--- src/rtl/fifo_ctrl_pkg.sv ---
// Shared encodings and defaults for the transaction-layer FIFO controller.
package fifo_ctrl_pkg;

    localparam int unsigned FIFO_DATA_WIDTH   = 10;
    localparam int unsigned FIFO_UMBRAL_WIDTH = 3;
    localparam int unsigned UMBRAL_SUP_RST    = 6;
    localparam int unsigned UMBRAL_INF_RST    = 1;

    // One-hot so the encoding can be driven straight onto every FIFO's state input.
    typedef enum logic [3:0] {
        ST_RESET  = 4'b0001,
        ST_INIT   = 4'b0010,
        ST_IDLE   = 4'b0100,
        ST_ACTIVE = 4'b1000
    } state_e;

endpackage

--- src/rtl/rr_arbiter_4.sv ---
// Combinational 4-way round-robin arbiter; search starts one past the last grant.
module rr_arbiter_4 (
    input  logic [3:0] req,
    input  logic [1:0] last_grant,
    output logic [3:0] gnt,
    output logic [1:0] gnt_idx
);

    logic [1:0] idx;
    logic       found;

    always_comb begin
        gnt     = '0;
        gnt_idx = '0;
        found   = 1'b0;
        idx     = '0;
        // i = 4 wraps to last_grant itself, so a lone requester can win twice in a row.
        for (int unsigned i = 1; i <= 4; i++) begin
            idx = last_grant + 2'(i);
            if (!found && req[idx]) begin
                found        = 1'b1;
                gnt[idx]     = 1'b1;
                gnt_idx      = idx;
            end
        end
    end

endmodule

--- src/rtl/fifo_arbiter_ctrl.sv ---
// Sequences the VC FIFO bank, round-robin pops non-empty VCs and forwards words
// into the egress FIFO one cycle later under almost_full backpressure.
module fifo_arbiter_ctrl
    import fifo_ctrl_pkg::*;
#(
    parameter int unsigned DATA_WIDTH     = FIFO_DATA_WIDTH,
    parameter int unsigned NUM_VC         = 4,
    parameter int unsigned UMBRAL_WIDTH   = FIFO_UMBRAL_WIDTH,
    parameter int unsigned UMBRAL_SUP_DEF = UMBRAL_SUP_RST,
    parameter int unsigned UMBRAL_INF_DEF = UMBRAL_INF_RST
) (
    input  logic                    clk,
    input  logic                    reset,
    input  logic                    init,
    input  logic [UMBRAL_WIDTH-1:0] umbral_superior_in,
    input  logic [UMBRAL_WIDTH-1:0] umbral_inferior_in,
    input  logic [NUM_VC-1:0]       fifo_empty,
    input  logic [DATA_WIDTH-1:0]   data_in_0,
    input  logic [DATA_WIDTH-1:0]   data_in_1,
    input  logic [DATA_WIDTH-1:0]   data_in_2,
    input  logic [DATA_WIDTH-1:0]   data_in_3,
    input  logic                    almost_full_out,
    output logic [3:0]              state,
    output logic [UMBRAL_WIDTH-1:0] umbral_superior,
    output logic [UMBRAL_WIDTH-1:0] umbral_inferior,
    output logic [NUM_VC-1:0]       pop,
    output logic                    push_out,
    output logic [DATA_WIDTH-1:0]   data_out,
    output logic                    idle
);

    state_e                  state_q;
    logic [UMBRAL_WIDTH-1:0] umbral_sup_q;
    logic [UMBRAL_WIDTH-1:0] umbral_inf_q;
    logic [1:0]              last_grant_q;
    logic [1:0]              sel_q;
    logic                    pop_q;

    logic [3:0]              req;
    logic [3:0]              gnt;
    logic [1:0]              gnt_idx;
    logic                    pop_any;
    logic [DATA_WIDTH-1:0]   data_in_arr [4];

    assign req = ~fifo_empty & {4{~almost_full_out}};

    rr_arbiter_4 u_arb (
        .req        (req),
        .last_grant (last_grant_q),
        .gnt        (gnt),
        .gnt_idx    (gnt_idx)
    );

    // A rising init stops new pops immediately, even before the FSM leaves ACTIVE.
    assign pop     = (state_q == ST_ACTIVE && !init) ? gnt : '0;
    assign pop_any = |pop;

    always_ff @(posedge clk) begin
        if (reset) begin
            state_q      <= ST_RESET;
            umbral_sup_q <= UMBRAL_WIDTH'(UMBRAL_SUP_DEF);
            umbral_inf_q <= UMBRAL_WIDTH'(UMBRAL_INF_DEF);
            last_grant_q <= 2'd3;
            sel_q        <= 2'd0;
            pop_q        <= 1'b0;
        end else begin
            unique case (state_q)
                ST_RESET: state_q <= ST_INIT;
                ST_INIT: begin
                    umbral_sup_q <= umbral_superior_in;
                    umbral_inf_q <= umbral_inferior_in;
                    if (!init) state_q <= ST_IDLE;
                end
                ST_IDLE: begin
                    if (init) state_q <= ST_INIT;
                    else if (fifo_empty != 4'b1111) state_q <= ST_ACTIVE;
                end
                ST_ACTIVE: begin
                    if (init) state_q <= ST_INIT;
                    else if (fifo_empty == 4'b1111 && !pop_q) state_q <= ST_IDLE;
                end
                default: state_q <= ST_RESET;
            endcase
            pop_q <= pop_any;
            if (pop_any) begin
                sel_q        <= gnt_idx;
                last_grant_q <= gnt_idx;
            end
        end
    end

    assign data_in_arr[0] = data_in_0;
    assign data_in_arr[1] = data_in_1;
    assign data_in_arr[2] = data_in_2;
    assign data_in_arr[3] = data_in_3;

    // The source FIFO's registered data_out holds the word popped last cycle.
    assign push_out        = pop_q;
    assign data_out        = pop_q ? data_in_arr[sel_q] : '0;
    assign state           = state_q;
    assign idle            = (state_q == ST_IDLE);
    assign umbral_superior = umbral_sup_q;
    assign umbral_inferior = umbral_inf_q;

endmodule

--- config.mk ---
export PLATFORM = sky130hd
export DESIGN_NAME = fifo_arbiter_ctrl
export DESIGN_NICKNAME = d
export VERILOG_FILES = /design/src/rtl/fifo_ctrl_pkg.sv /design/src/rtl/rr_arbiter_4.sv /design/src/rtl/fifo_arbiter_ctrl.sv
export SDC_FILE = /design/constraint.sdc
export NUM_CORES = 1
export LEC_CHECK = 0
export CELL_PAD_IN_SITES_DETAIL_PLACEMENT = 1
export CELL_PAD_IN_SITES_GLOBAL_PLACEMENT = 1
export CORE_UTILIZATION = 32
export CTS_BUF_LIST = sky130_fd_sc_hd__clkbuf_8
export CTS_CLUSTER_SIZE = 10
export DETAILED_ROUTE_END_ITERATION = 12
export GPL_TIMING_DRIVEN = 0
export PLACE_DENSITY_LB_ADDON = 0.2
export SYNTH_ARGS = -nofsm -noshare
export SYNTH_HDL_FRONTEND = slang
export SYNTH_SLANG_ARGS = --single-unit
--- constraint.sdc ---
create_clock -name clk -period 7 [get_ports clk]
set_input_delay 1.05 -clock clk [delete_from_list [all_inputs] [get_ports clk]]
set_output_delay 1.05 -clock clk [all_outputs]
set_load 0.05 [all_outputs]
# Word level (Yosys, flattened, before mapping)
# Index checks and enable logic that the tools add are counted.
# classes
n_div,0
muxes,38
n_eq_ne,9
bitwise_logic,7
add_sub_neg,3
order_cmp,9
n_shift,0
n_reduce_logical,16
n_mul,0
# ops
operator,n
$mux W4,10
$mux W10,3
$bmux W10 S2,1
$pmux W4 S4,1
$lt A2 B3 Y1 const B,4
$or A4 B4 Y4,3
$mux W1,11
$logic_and A1 B1 Y1,9
$bmux W1 S2,4
$demux W1 S2,4
$eq A4 B4 Y1 const B,2
$ge A2 B1 Y1 const B,4
$mux W2,4
$ne A3 B2 Y1 const B,2
$logic_not A1 Y1,5
$add A2 B2 Y2 const B,2
$and A4 B4 Y4,1
$eq A4 B1 Y1 const B,1
$eq A4 B2 Y1 const B,1
$eq A4 B3 Y1 const B,1
$ne A4 B4 Y1 const B,1
$not A4 Y4,1
$reduce_or A4 Y1,1
$ge A3 B3 Y1 const B,1
other kinds (5),5
# totals
n_memories,0
rom_bits,0
in_bits,54
ramBits,0
word_cells,88
latch_bits,0
register_bits,15

# Logic depth before layout (Yosys ltp)
# Gate-level depths: netlist of run 1.
# depth
depth_word,16
depth_mapped,12
ltp_nobuf,9

# Cells and area by module
# Synthesis of run 1 repeated with hierarchy kept, for this count alone.
# hier_totals
cells_unflattened,166
hier_area_um2,1560.2
# modules_own_cells
module,seq_area_each_um2,instances,cells_each,area_per_inst_um2
fifo_arbiter_ctrl,300.3,1,107,1069.8
rr_arbiter_4,0.0,1,59,490.5

# Least setup slack after synthesis of run 1
# Ideal clock, no wire load.
# synth_path
kind,register to output
from,reg last_grant_q[0]
to,out pop[3]
arrival_time_ps,2554
path_buffers,2
path_stages_with_launch,10
path_slack_ps,3396
path_cell_list,dfxtp_1 > buf_4 > inv_1 > ha_1 > buf_2 > or4b_4 > nand3_1 > nor2_1 > nor4b_1 > inv_1
# synth_between
elab_chain_cells,14
word_cells_on_any_way,48
cone_classes,add/sub: 3; order compare: 8; mux: 24; bitwise: 3; reduce/logical: 10
# synth_lines
element,line_no,rtl
from (decl),fifo_arbiter_ctrl.sv:35,logic [1:0] last_grant_q;
from (signal assigned),fifo_arbiter_ctrl.sv:87,last_grant_q <= gnt_idx;
"parallel branches: the longest is 12 deep, another holds $lt A2 B3 Y1",--,
$mux W4 (*),rr_arbiter_4.sv:20,if (!found && req[idx]) begin
$mux W4 (*),fifo_arbiter_ctrl.sv:55,assign pop = (state_q == ST_ACTIVE && !init) ? gnt : '0;
to (decl),fifo_arbiter_ctrl.sv:26,"output logic [NUM_VC-1:0] pop,"
# Mark *: on every way between the ends. The select of a mux whose other input is x is not followed.

# Worst setup path after layout of run 1
# layout_path
from,reg last_grant_q[0]
to,out pop[1]
# The elaborated chain is that of the path after synthesis.

==> results of run 1 <==
## routing by layer
layer	GRT usage (%)	routed length [um]	vias to the layer above	share of wire, %
met3	6.50	577	2	11
li1	-	-	860	-
met1	20.7	2090	853	40
met5	0	0	-	0
met4	2.52	9	0	0.17
met2	35.7	2530	71	49
## synthesized netlist by cell type, drive strengths merged (2+ instances only)
cell	n	area [um2]
nand3	5	25.0
o2bb2ai	2	17.5
nand2	13	48.8
buf	9	71.3
a21oi	8	40.0
nor4b	2	23.8
mux2i	7	70.1
nand4b	3	26.3
nor2b	11	76.3
a311oi	2	17.5
nor4	3	18.8
dfxtp	15	300
o21ai	6	30.0
mux2	4	52.6
ha	8	100
nor3b	2	15.0
clkbuf	8	30.0
o211ai	2	20.0
or4b	2	27.5
o22ai	4	25.0
nor2	21	86.3
a211o	3	26.3
inv	7	26.3
mux4	10	225
nand3b	2	15.0
nand2b	5	31.3
and2	11	71.3
o311ai	2	17.5
nor3	3	15.0
## flip-flops by register name, summed over array words and instances, names as in the netlist
signal and cells:
umbral_inferior 3, last_grant_q 2, sel_q 2, push_out 1
umbral_superior 3, state 4
## stage by stage
step | power [W] | hold WS [ns]
2_1_floorplan | 0.000151 | 0.730
3_3_place_gp | 0.000194 | 0.476
3_5_place_dp | 0.000196 | 0.484
4_1_cts | 0.000267 | 0.498
5_1_grt | 0.000280 | 0.517
6_report | 0.000264 | 0.492
## worst max-delay path, cell delays in order (launching register included)
cell and delay (ns):
dfxtp_1 0.62, buf_4 0.26, inv_1 0.14, ha_1 0.30
buf_2 0.19, nor2b_1 0.15, a221oi_1 0.10, a2111oi_2 0.56
nand3_1 0.14, nor3b_1 0.17, inv_1 0.06, clkdlybuf4s50_1 0.78
## area by class of cell
class,instances,area (um2),share of cell area (%)
inverter,7,26.3,1.03
clock buffer,3,41.3,1.62
clock inverter,1,5.00,0.197
sequential,15,300,11.8
tap,67,83.8,3.30
multi-input combinational,155,1240,48.9
timing repair buffer,74,741,29.1
buffer,17,101,3.99
## final timing paths
kind	start	endpoint	slack (ns)	depth (start not counted)
setup / recovery	last_grant_q[0]	pop[1]	2.22	11
hold / removal	umbral_inferior[1]	umbral_inferior[1]	0.49	2
setup reg to reg	last_grant_q[0]	sel_q[1]	3.53	11
hold reg to reg	umbral_inferior[1]	umbral_inferior[1]	0.49	2
## cells by family (layout without fill, tap and decap cells)
logic type	after synthesis	count (layout)	share of synthesized area, %
AOI/OAI and AO/OA	35	35	15.2
xor gates and xnor gates	1	1	0.524
adders and majority gates	8	8	5.99
buffers and inverters	24	102	7.64
DFF	15	15	18.0
muxes	21	21	20.8
and+or+nand+nor	90	90	31.8
## report_power, final
| group | switching [W] | leakage, nW | internal (W) |
|---|---|---|---|
| Combinational | 0.0000468 | 0.806 | 0.0000528 |
| Sequential | 0.00000406 | 0.122 | 0.0000902 |
| Clock | 0.0000306 | 0.0255 | 0.0000394 |
| Total | 0.0000815 | 0.954 | 0.000182 |
==> run_results.csv, run 1 <==
group,metric,value,unit
run_status,outcome,"completed",
synth,synth-seq-cells,15,
synth,synth_ff_type,"dfxtp_1",
clock_tree,htreeDepth,1,
power,leakagePower,0.954,nW
timing,grt_setup_unrepaired,"no",
synth,synth_edf_count,0,
worst_setup_path,cp_max_fo,10,
global_routing,grt_usage,18.8,%
route,drt_pass1_iterations,4,
clock_tree,cts_sinks,15,
floorplanning,core_area,0.00488,mm2
power,power.density,104,mW/mm2
route,drtIter0Drc,30,
floorplanning,rows,25,
route,avgViaCountPerCell,5.27,
route,route.detailed.drc,0,
clock_tree,cts_buffers,3,
clock_tree,cts_resized,0,
synth,synth_cell_types,52,
route,wl,5210,um
timing,setup-tns-final,0,ns
place,port-buffer-count,74,
timing,slew_viol_final,0,
timing,worst_pin_slew,0.869,ns
power,ir_worst_vdd,0.105,mV
final_layout,final_cells,339,
timing,period_share,68.3,%
worst_setup_path,crit_required,5.95,ns
worst_setup_path,setup.worst_path.class,"reg -> out",
timing,slew_headroom,41.9,%
global_routing,grt_pass1_wl,8070,um
timing,setup_viol,0,
synth,ys_async_sr_fraction,0,%
timing,fmax,209,MHz
global_routing,antenna_found_initial,0,
synth,synth_fp_nets,256,
route,wl_per_cell,15.4,um
place,dp_slack,2.24,ns
synth,syn_avg_cell_area,8.61,um2
worst_setup_path,crit_path_end_kind,"primary output",
min_path,hold_path_class,"reg -> reg",
clock_tree,cts.reportedPaths.clkPinSlew,0.07,ns
final_layout,design_area,0.00254,mm2
synth,mappedNetlistArea,0.00167,mm2
synth,netlist_instances,194,
final_layout,final_cell_mix,"74 x clkdlybuf4s50_1, 20 x nor2_1, 15 x dfxtp_1",
place,dp_cells,335,
timing,worst_slack,2.22,ns
synth,synth-seq-area-share,18.0,%
clock_tree,post-cts-setup-buffers,0,
place,placed_cell_area,0.00249,mm2
final_layout,syn2layout_area_growth,52.1,%
global_routing,overflow,0,
synth,ys.warnings.count,0,
flow_run,max_cap_viol_count,0,
floorplanning,fp.dieH,74.3,um
floorplanning,die_w,74.3,um
worst_setup_path,cp-start-kind,"register",
route,detail-route-antenna-nets,0,
worst_setup_path,arrival,3.73,ns
final_layout,drive_gt1_share,13.2,%
final_layout,final_common_cell,"clkdlybuf4s50_1",
clock_tree,cts_tree,"done",
timing,clock-skew-final,0.00668,ns
clock_tree,cts_max_path_buffers,2,
final_layout,utilization,52.1,%
timing,finalHoldViolCount,0,
clock_tree,clkLatencyLatePin,0.25,ns
global_routing,grt_max_degree,11,
timing,fin_crit,4.78,ns
clock_tree,hold_buffers,0,
global_routing,grt_pass1_vias,1742,
place,place_congestion,0.846,
final_layout,finish.net_count,335,
floorplanning,dieArea,0.00551,mm2
route,routed-via-count,1786,
floorplanning,num_io_pins,80,
place,dp_hpwl,4340,um
final_layout,n_antenna_cell,0,
final_layout,fillCellCount,598,
clock_tree,cts-root-buf,"clkbuf_8",
floorplanning,initial_core_util,34.2,%
Note: power is estimated with default switching activity, not from simulation.
==> run 2, diff against run 1 <==
Settings changed: CORE_UTILIZATION 32 to 30.
Clock period 7 ns to 4.5 ns, I/O delays scaled along.
==> run 2 against run 1 <==
Final cell count is 0.88% higher. Non-clock buffer count stayed put. Global-route usage is 0.25 points lower. Die area is 6.5% higher. Combinational power is 58% higher. Sequential cell count stayed put. First-iteration DRC count is 13% higher. Critical endpoint is now pop[3]. Sequential power is 55% higher. Clock power is 60% higher. Sequential share of layout area hardly changed. Routed wire length is 1.7% higher. Worst setup slack worse by 1.9 ns.
==> run_results.csv, run 2 (synthesized netlist as in run 1, its figures left out) <==
group,metric,value,unit
place,place_congestion,0.780,
power,leakagePower,0.962,nW
clock_tree,cts_tree,"done",
clock_tree,clkLatencyLatePin,0.25,ns
route,avgViaCountPerCell,5.18,
timing,worst_slack,0.282,ns
final_layout,n_antenna_cell,0,
clock_tree,cts_buffers,3,
timing,setup-tns-final,0,ns
global_routing,grt_max_degree,11,
global_routing,use_met2,33.1,%
clock_tree,cts.reportedPaths.clkPinSlew,0.07,ns
worst_setup_path,arrival,3.54,ns
timing,slew_headroom,38.7,%
final_layout,syn2layout_area_growth,53.2,%
global_routing,use_met3,4.79,%
clock_tree,htreeDepth,1,
power,power.density,162,mW/mm2
floorplanning,fp.dieH,76.6,um
floorplanning,core_area,0.00524,mm2
timing,clock-skew-final,0.00653,ns
clock_tree,cts_max_path_buffers,2,
floorplanning,num_io_pins,80,
global_routing,use_met1,22.8,%
final_layout,largest_reg_flops,4,
route,drt_pass1_iterations,4,
route,wl_per_cell,15.5,um
worst_setup_path,crit_path_end_kind,"primary output",
route,wl,5300,um
final_layout,drive_gt1_share,14.0,%
global_routing,grt_pass1_wl,8830,um
route,drtIter0Drc,34,
clock_tree,post-cts-setup-buffers,0,
global_routing,busiest_layer,"met2",
clock_tree,cts-root-buf,"clkbuf_8",
place,dp_slack,0.212,ns
route,route.detailed.drc,0,
place,port-buffer-count,74,
worst_setup_path,setup.worst_path.class,"reg -> out",
final_layout,finish.net_count,335,
timing,slew_viol_final,0,
place,dp_hpwl,4210,um
floorplanning,rows,26,
flow_run,max_cap_viol_count,0,
global_routing,grt_pass1_vias,1810,
global_routing,grt_usage,18.6,%
worst_setup_path,crit_required,3.83,ns
final_layout,final_common_cell,"clkdlybuf4s50_1",
timing,worst_pin_slew,0.917,ns
clock_tree,cts_sinks,15,
global_routing,overflow,0,
timing,grt_setup_unrepaired,"no",
power,ir_worst_vdd,0.200,mV
min_path,hold_path_class,"reg -> reg",
floorplanning,dieArea,0.00587,mm2
timing,setup_viol,0,
run_status,outcome,"completed",
route,detail-route-antenna-nets,0,
floorplanning,die_w,76.6,um
worst_setup_path,cp-start-kind,"register",
timing,period_share,93.7,%
timing,fmax,237,MHz
final_layout,final_cell_mix,"73 x clkdlybuf4s50_1, 20 x nor2_1, 14 x dfxtp_1",
worst_setup_path,cp_max_fo,10,
final_layout,fillCellCount,621,
global_routing,antenna_found_initial,0,
floorplanning,initial_core_util,31.9,%
clock_tree,hold_buffers,0,
route,routed-via-count,1770,
timing,finalHoldViolCount,0,
timing,fin_crit,4.22,ns
-- run 2: changes by cell type in the layout (fill, tap and decap cells not counted), sizes merged --
| cell | previous run | this run |
|---|---|---|
| clkdlybuf4s50 | 74 | 73 |
| dlygate4sd2 | 0 | 1 |
-- run 2: per-stage QoR --
| step | instance area (um2) | hold slack (ns) | std cells | total power [W] | util, % |
|---|---|---|---|---|---|
| final | 2560 | 0.503 | 342 | 0.000415 | 48.9 |
| after global routing | 2560 | 0.548 | 342 | 0.000439 | 48.9 |
| after CTS | 2540 | 0.515 | 342 | 0.000418 | 48.6 |
| after detailed placement | 2500 | 0.490 | 338 | 0.000306 | 47.7 |
| after global placement | 2500 | 0.475 | 338 | 0.000303 | 47.7 |
| after floorplan | 1670 | 0.730 | 194 | 0.000234 | - |
-- run 2: what timing repair did --
item | 4_1_cts | 5_1_grt
setup endpoints to repair | 2 | 4
hold endpoints to repair | 0 | 0
gates resized for setup | 2 | 3
-- run 2: worst max-delay path: stages (launching register included) --
cell and delay (ns):
dfxtp_2 0.48, buf_4 0.24, inv_1 0.14, ha_1 0.31
buf_2 0.18, or4b_4 0.55, nand3_1 0.20, nor2_1 0.07
nor4b_1 0.33, inv_1 0.08, clkdlybuf4s50_1 0.70
-- run 2: area by class of cell --
type	count	area, um2	area share, %
Buffer	17	103	4.01
Sequential cell	15	302	11.8
Timing Repair Buffer	74	739	28.9
Multi-Input combinational cell	155	1250	49.0
Inverter	7	26.3	1.03
Clock inverter	1	5.00	0.196
Clock buffer	3	41.3	1.61
Tap cell	70	87.6	3.42
-- run 2: path summary, 6_finish.rpt --
kind	start	end	slack, ns	cells after the start
setup reg to reg	last_grant_q[0]	sel_q[1]	1.16	11
setup / recovery	last_grant_q[0]	pop[3]	0.28	10
hold / removal	umbral_inferior[2]	umbral_inferior[2]	0.50	2
hold reg to reg	umbral_inferior[2]	umbral_inferior[2]	0.50	2
-- run 2: report_power, final --
part           switching [W]  internal [W]
registers         0.00000615      0.000140
clock network      0.0000508     0.0000613
logic              0.0000745     0.0000825
total               0.000131      0.000284
-- run 2: routing by layer --
layer	wire, um	vias up
met5	0	-
met4	37	0
met3	306	4
met2	2420	63
met1	2540	843
li1	-	860
==> run 3, diff against run 2 <==
Settings changed: CORE_MARGIN set to 3.
==> run 3 against run 2 <==
Maximum frequency decreased by 0.65%. Worst hold slack improved by 0.0048 ns. Worst setup slack worse by 0.028 ns. Non-clock buffer count unchanged. Routed wire length up 1.2%. First-iteration DRC count increased by 26%. Power decreased by 1.9%. Combinational power hardly changed. Clock skew decreased by 0.0059 ns.
==> run_results.csv, run 3 (synthesized netlist as in run 1, its figures left out) <==
group,metric,value,unit
run_status,outcome,"completed",
global_routing,grt_pass1_vias,1780,
timing,setup-tns-final,0,ns
place,port-buffer-count,74,
clock_tree,cts.reportedPaths.clkPinSlew,0.06,ns
route,drtIter0Drc,43,
floorplanning,core_area,0.00524,mm2
worst_setup_path,cp_max_fo,10,
worst_setup_path,r2r-start,"last_grant_q[0]",
global_routing,grt_max_degree,11,
route,wl_per_cell,15.7,um
min_path,hold_path_class,"reg -> reg",
final_layout,largest_reg_flops,4,
clock_tree,cts_tree,"done",
timing,slew_headroom,36.9,%
floorplanning,rows,26,
final_layout,finish.net_count,335,
worst_setup_path,arrival,3.57,ns
timing,finalHoldViolCount,0,
clock_tree,cts_buffers,3,
min_path,min_path_cells,2,
final_layout,fillCellCount,621,
timing,fmax,236,MHz
worst_setup_path,reg2reg_to,"sel_q[0]",
route,route.detailed.drc,0,
clock_tree,cts-root-buf,"clkbuf_8",
final_layout,n_antenna_cell,0,
power,leakagePower,0.958,nW
worst_setup_path,crit_path_end_kind,"primary output",
min_path,min_to,"umbral_superior[0]",
timing,period_share,94.3,%
final_layout,final_cells,342,
route,drt-met1-wl,2320,um
worst_setup_path,rr_worst_depth,12,
place,place_congestion,0.808,
final_layout,drive_gt1_share,13.6,%
clock_tree,cts_max_path_buffers,2,
worst_setup_path,cp-start-kind,"register",
timing,slew_viol_final,0,
clock_tree,hold_buffers,0,
worst_setup_path,regToRegSetupSlack,1.13,ns
route,drt_pass1_iterations,4,
worst_setup_path,setup.worst_path.class,"reg -> out",
final_layout,final_common_cell,"clkdlybuf4s50_1",
global_routing,overflow,0,
floorplanning,die_w,80.6,um
floorplanning,initial_core_util,31.9,%
floorplanning,fp.dieH,80.6,um
timing,fin_crit,4.25,ns
route,top_layer,"met4",
global_routing,grt_usage,16.2,%
clock_tree,htreeDepth,1,
global_routing,antenna_found_initial,0,
final_layout,syn2layout_area_growth,53.2,%
flow_run,max_cap_viol_count,0,
timing,clock-skew-final,0.000663,ns
route,avgViaCountPerCell,5.16,
min_path,min_from,"umbral_superior[0]",
power,ir_worst_vdd,0.121,mV
route,detail-route-antenna-nets,0,
place,dp_hpwl,4350,um
route,wl,5370,um
floorplanning,dieArea,0.00650,mm2
clock_tree,cts_sinks,15,
timing,setup_viol,0,
route,route.met3.wl,549,um
timing,grt_setup_unrepaired,"no",
route,wl_met2,2450,um
clock_tree,clkLatencyLatePin,0.24,ns
final_layout,final_cell_mix,"74 x clkdlybuf4s50_1, 20 x nor2_1, 14 x dfxtp_1",
place,dp_cells,338,
route,routed-via-count,1766,
timing,worst_pin_slew,0.944,ns
worst_setup_path,crit_required,3.83,ns
global_routing,grt_pass1_wl,8450,um
power,power.density,159,mW/mm2
floorplanning,num_io_pins,80,
-- run 3: changes by cell type in the layout (fill, tap and decap cells not counted), sizes merged --
cell / before / now
clkdlybuf4s50: 73 / 74
dlygate4sd2: 1 / 0
inv: 7 / 8
clkinv: 1 / 0
-- run 3: layout make-up --
cell class | count | area, um2 | area share, %
Buffer | 17 | 103 | 4.01
Clock buffer | 3 | 41.3 | 1.61
Clock inverter | 1 | 3.75 | 0.147
Inverter | 7 | 26.3 | 1.03
Multi-Input combinational cell | 155 | 1250 | 49.0
Sequential cell | 15 | 302 | 11.8
Tap cell | 70 | 87.6 | 3.42
Timing Repair Buffer | 74 | 741 | 28.9
-- run 3: per-layer routing --
metal  global-route usage, %  up-vias
met5                       0        -
met1                    20.1      833
met4                    3.21        0
li1                        -      862
met2                    28.2       67
met3                    4.26        4
-- run 3: how the worst max path moves through the flow --
stage	from	endpoint	slack (ns)	cells past startpoint
after CTS	last_grant_q[0]	pop[1]	0.01	11
after global placement	last_grant_q[0]	pop[1]	0.32	11
after floorplan	last_grant_q[0]	sel_q[0]	1.24	11
after global routing	last_grant_q[0]	pop[0]	0.05	10
final	last_grant_q[0]	pop[3]	0.25	11
after detailed placement	last_grant_q[0]	pop[1]	0.28	11
-- run 3: per-stage QoR --
step           utilization [%]  total power [W]  hold WS, ns  setup WS (ns)  instance area, um2
2_1_floorplan                -         0.000234        0.730           1.24                1670
3_3_place_gp              47.7         0.000303        0.478          0.316                2500
3_5_place_dp              47.7         0.000306        0.495          0.283                2500
4_1_cts                   48.6         0.000412        0.513         0.0143                2540
5_1_grt                   48.9         0.000430        0.547         0.0486                2560
6_report                  48.9         0.000407        0.507          0.255                2560
-- run 3: repair_timing --
| action | in CTS | in global routing |
|---|---|---|
| endpoints found under the setup margin | 0 | 4 |
| buffers inserted | 0 | 0 |
| gates resized for setup | 0 | 4 |
-- run 3: power breakdown --
part / switching, W / total, W / leakage, nW / internal, W
registers: 0.00000626 / 0.000147 / 0.122 / 0.000140
logic: 0.0000745 / 0.000157 / 0.810 / 0.0000825
clock network: 0.0000435 / 0.000104 / 0.0269 / 0.0000602
-- run 3: worst max-delay path, cell delays in order (launching register included) --
cell	delay (ns)
dfxtp_2	0.48
buf_4	0.24
inv_1	0.14
ha_1	0.31
buf_2	0.17
nor2b_1	0.15
a221oi_1	0.48
a2111oi_4	0.14
nand3_1	0.12
nor4b_1	0.32
inv_1	0.07
clkdlybuf4s50_1	0.71
